File: src/rtl/ascon_serial_io.sv
// Serial-to-parallel front end for an Ascon core: loads key/nonce/AD/data MSB-first,
// starts the core once, then streams ciphertext/plaintext and tag back out LSB-first.
module ascon_serial_io #(
    parameter int KEY_W  = 128,
    parameter int AD_W   = 40,
    parameter int DATA_W = 104,
    parameter int HOLD   = 2
) (
    input  logic              clk,
    input  logic              rst,
    input  logic              keyxSI,
    input  logic              noncexSI,
    input  logic              associated_dataxSI,
    input  logic              input_dataxSI,
    input  logic              ascon_startxSI,
    input  logic              decrypt,
    output logic [KEY_W-1:0]  key,
    output logic [KEY_W-1:0]  nonce,
    output logic [AD_W-1:0]   associated_data,
    output logic [DATA_W-1:0] input_data,
    output logic              core_start,
    output logic              core_decrypt,
    input  logic              core_done,
    input  logic [DATA_W-1:0] core_output,
    input  logic [KEY_W-1:0]  core_tag,
    output logic              output_dataxSO,
    output logic              tagxSO,
    output logic              ascon_readyxSO
);

    localparam int MAX_KA = (KEY_W > AD_W) ? KEY_W : AD_W;
    localparam int MAX_W  = (MAX_KA > DATA_W) ? MAX_KA : DATA_W;

    localparam logic [7:0] MAX_C     = 8'(MAX_W);
    localparam logic [7:0] KEY_C     = 8'(KEY_W);
    localparam logic [7:0] AD_C      = 8'(AD_W);
    localparam logic [7:0] DATA_C    = 8'(DATA_W);
    localparam logic [7:0] HOLD_LAST = 8'(HOLD - 1);
    localparam logic [7:0] MAX_LAST  = 8'(MAX_W - 1);

    typedef enum logic [2:0] {
        LOAD,
        BUSY,
        HOLD_ST,
        SHIFT,
        DONE
    } state_t;

    state_t           state;
    state_t           state_nxt;
    logic [7:0]       cnt;
    logic [MAX_W-1:0] out_sr;
    logic [MAX_W-1:0] tag_sr;

    // NOTE: every variable assigned in always_comb gets a default first so no latch is inferred.
    always_comb begin
        state_nxt = state;
        case (state)
            LOAD:    if (ascon_startxSI && cnt == MAX_C) state_nxt = BUSY;
            BUSY:    if (core_done) state_nxt = HOLD_ST;
            HOLD_ST: if (cnt == HOLD_LAST) state_nxt = SHIFT;
            SHIFT:   if (cnt == MAX_LAST) state_nxt = DONE;
            DONE:    state_nxt = DONE;
            default: state_nxt = LOAD;
        endcase
    end

    // NOTE: sequential state uses non-blocking assignments so all registers update together.
    always_ff @(posedge clk or posedge rst) begin
        if (rst) begin
            state           <= LOAD;
            cnt             <= '0;
            key             <= '0;
            nonce           <= '0;
            associated_data <= '0;
            input_data      <= '0;
            out_sr          <= '0;
            tag_sr          <= '0;
            core_start      <= 1'b0;
            core_decrypt    <= 1'b0;
            ascon_readyxSO  <= 1'b0;
        end else begin
            state      <= state_nxt;
            core_start <= 1'b0;
            case (state)
                LOAD: begin
                    // Shorter fields keep the first width(F) bits presented.
                    if (cnt < MAX_C)  cnt <= cnt + 8'd1;
                    if (cnt < KEY_C) begin
                        key   <= {key[KEY_W-2:0], keyxSI};
                        nonce <= {nonce[KEY_W-2:0], noncexSI};
                    end
                    if (cnt < AD_C)   associated_data <= {associated_data[AD_W-2:0], associated_dataxSI};
                    if (cnt < DATA_C) input_data <= {input_data[DATA_W-2:0], input_dataxSI};
                    if (state_nxt == BUSY) begin
                        core_start   <= 1'b1;
                        core_decrypt <= decrypt;
                    end
                end
                BUSY: begin
                    if (core_done) begin
                        out_sr         <= MAX_W'(core_output);
                        tag_sr         <= MAX_W'(core_tag);
                        ascon_readyxSO <= 1'b1;
                        cnt            <= '0;
                    end
                end
                HOLD_ST: cnt <= (cnt == HOLD_LAST) ? 8'd0 : cnt + 8'd1;
                SHIFT: begin
                    out_sr <= out_sr >> 1;
                    tag_sr <= tag_sr >> 1;
                    cnt    <= cnt + 8'd1;
                end
                default: ;
            endcase
        end
    end

    assign output_dataxSO = ascon_readyxSO & out_sr[0];
    assign tagxSO         = ascon_readyxSO & tag_sr[0];

endmodule

File: config.mk
export PLATFORM = sky130hd
export DESIGN_NAME = ascon_serial_io
export DESIGN_NICKNAME = d
export VERILOG_FILES = /design/src/rtl/ascon_serial_io.sv
export SDC_FILE = /design/constraint.sdc
export NUM_CORES = 2
export LEC_CHECK = 0
export ABC_AREA = 1
export BUFFER_PORTS_ARGS = -buffer_cell sky130_fd_sc_hd__buf_4
export CAP_MARGIN = 20
export CELL_PAD_IN_SITES_DETAIL_PLACEMENT = 1
export CELL_PAD_IN_SITES_GLOBAL_PLACEMENT = 2
export CORE_MARGIN = 4
export CORE_UTILIZATION = 35
export CTS_BUF_LIST = sky130_fd_sc_hd__clkbuf_4 sky130_fd_sc_hd__clkbuf_8
export DETAILED_ROUTE_END_ITERATION = 7
export HOLD_SLACK_MARGIN = 0.06
export PLACE_DENSITY = 0.84
export SYNTH_ARGS = -nofsm -noshare
export SYNTH_HDL_FRONTEND = slang
export SYNTH_SLANG_ARGS = --single-unit
export TNS_END_PERCENT = 10
File: constraint.sdc
create_clock -name clk -period 37.4 [get_ports clk]
set_input_delay 7.48 -clock clk [delete_from_list [all_inputs] [get_ports clk]]
set_output_delay 7.48 -clock clk [all_outputs]
set_load 0.01 [all_outputs]
==> summary.md <==
| Metric | Value |
|---|---|
| Hold Path End | nonce[14] |
| RR Startpoint | state[0] |
| First-pass GRT wire length | between 100,000 and 150,000 um |
| Worst Setup Start Kind | input pin |
| Hold Buf Count CTS | 0 |
| Die extent in y | roughly 280 um |
| Area delta synth->final | 31.5% |
| Chip width | approximately 280 um |
| Port-buffer cells | approximately 650 |
| Worst R2R Setup Slack | ~34 ns |
| Cells after Synth | about 2,800 |
| Final-report max-slew violation count | 0 |
| Commonest non-fill, non-tap cell in the layout | nand2_1 |
| Worst hold stages | 2 |
| Status | complete, no violations |
| Worst-path fanout max | around 120 |
| Postcts setup bufs | 0 |
| Clk_lat worst skew | 0.70 ns |
| Post-Layout Cell Count | 4,429 |
| Setup TNS Final | 0 ns |
| DRC | 0 |
| DR pass1 iterations | 5 |
| CP arrival | a little under 10 ns |
| Worst Max-Slew Pin Slew | 1.09 ns |
| Crit. End Element | async pin |
| Reg2Reg Capture Point | tag_sr[28] |
| Starting density of the core | 0.355 |
| TritonCTS clock tree | built |
| Vias in the first global route | roughly 23,000 |
| Leak | 17.8 nW |
| Warnings from Yosys | 0 |
| Gates resized, CTS repair | 0 |
| Final wirelength | 83,900 um |
| Hold crit path type | reg -> reg |
| Min Hold Slack | roughly 0.49 ns |
| Post-Syn Area | roughly 26,000 um2 |
| Largest net degree at the start of global routing | 209 |
| Mapped Avg Cell Area | 9.27 um2 |
| Clk Tree Root Cell | clkbuf_8 |
| Post-synth cell types | 27 |
| PD cells | 43.1 nW/um2 |
| Crit Path Category | in -> async |
| Clk pin slew, worst setup/hold paths | around 0.06 ns |
| Slew headroom | 0.272 |
| Final setup violation count | 0 |
| Core ar. | 71,900 um2 |
| Vias/cell | 4.82 |
| Die area | between 70,000 and 80,000 um2 |
| Worst vdd ir | approximately 24 uV |
| Most frequent cells in the layout | nand2_1 (882), buf_4 (664), dfrtp_1 (646), inv_1 (322), a21oi_1 (306) |
| Row count | 98 |
| Maximum clock rate | 108 MHz |
| Via count | ~21,000 |
| Synthesized Nets | 2,999 |
| Post-synthesis sequential area ratio | 0.633 |
| Yosys reg bits | approximately 650 |
| Wire per inst | 18.9 um |
| Reg2reg path depth | 5 |
| Total power draw | 1.45 mW |
| Hold Vio Cnt, Final | 0 |
| Max-cap violations | 0 |
| Drt first-iter violations | about 1,300 |
| Gp weighted congestion | ~0.8 |
| Max Root-Sink Buffers | 3 |
| Final worst path period share | 0.247 |
| Global-route usage over all layers | 0.210 |
| Initial antenna violation count | 15 |
| Fin nets | approximately 3,600 |
| Placed instance count | roughly 4,200 |
| Detailed-placement wirelength estimate | 58,300 um |
| RSZ-0062 raised after global routing | false |
| Layout cells sized above 1 | 0.255 |
| Skew final | 0.0307 ns |
| CTS H-tree lvls | 3 |
| CTS buffer count | 112 |
| CTS sink cnt | roughly 650 |
| DRT antenna net count | 0 |
| Tmin final | between 9 and 10 ns |
| I/O Pins | approximately 650 |
| Data required, critical path | 38.11 ns |
| Worst Min Path Start | nonce[13] |
| Gr ovfl total | 0 |
## synth_stat cells, drive strengths merged
| library cell | instances | area share |
|---|---|---|
| clkbuf | 33 | 0.0049 |
| nand2 | 884 | 0.13 |
| inv | 327 | 0.048 |
| nor2 | 86 | 0.013 |
| nand3 | 18 | 0.0037 |
| xor2 | 2 | 0.00069 |
| nand3b | 1 | 0.00029 |
| nand4 | 7 | 0.0017 |
| o22ai | 230 | 0.056 |
| nor3 | 1 | 0.00020 |
| buf | 132 | 0.030 |
| a21oi | 307 | 0.061 |
| o211ai | 1 | 0.00029 |
| dfrtp | 646 | 0.63 |
| o21ai | 77 | 0.015 |
| ha | 3 | 0.0015 |
## layout make-up
class,count,area (um2)
Multi-Input combinational cell,1617,7280
Antenna cell,15,37.5
Fill cell,8357,38300
Timing Repair Buffer,668,5090
Clock inverter,23,245
Inverter,327,1240
Clock buffer,183,2310
Sequential cell,646,16200
Tap cell,950,1190
## stage by stage
stage,util,cell area [um2],setup WS (ns)
floorplan,-,25500,11.82
global placement,0.429,30900,27.25
detailed placement,0.429,30900,27.14
CTS,0.465,33400,27.91
global route,0.467,33600,27.79
finish,0.467,33600,28.17
## state kept, by name, summed over array words and instances (netlist names)
register         flops
key                128
nonce              128
tag_sr             128
input_data         104
out_sr             104
associated_data     40
cnt                  8
state                3
ascon_readyxSO       1
core_decrypt         1
core_start           1
## where the power goes
| group | total, mW | internal, mW | switching (mW) |
|---|---|---|---|
| clock network | 0.710 | 0.411 | 0.298 |
| logic | 0.0374 | 0.0180 | 0.0194 |
| registers | 0.699 | 0.699 | 0.0000638 |
## worst max-delay path: stages
cell,delay [ns]
buf_4,0.13
inv_8,0.51
buf_4,0.76
buf_4,0.79
## layer usage
| metal | track usage | vias up | wire (um) |
|---|---|---|---|
| met1 | 0.247 | 10600 | 32600 |
| met3 | 0.0465 | 169 | 4280 |
| met5 | 0 | - | 9 |
| met4 | 0.0960 | 2 | 3810 |
| met2 | 0.367 | 485 | 43100 |
| li1 | - | 10100 | - |
## logic make-up after synthesis
logic type,synth area share
compound gates,0.132
xor+xnor,0.000686
fa+ha+maj,0.00147
buf+inv,0.0828
flops,0.633
simple gates,0.149
## worst max-delay path by stage
stage | start | to | slack (ns) | depth (start not counted)
final | rst | out_sr[34] | 28.17 | 4
after global routing | rst | tag_sr[121] | 27.79 | 4
after CTS | rst | out_sr[66] | 27.91 | 4
after detailed placement | rst | out_sr[45] | 27.14 | 4
after global placement | rst | out_sr[42] | 27.25 | 4
after floorplan | rst | ascon_readyxSO | 11.82 | 1
No activity file was read; power rests on OpenSTA's default activity.
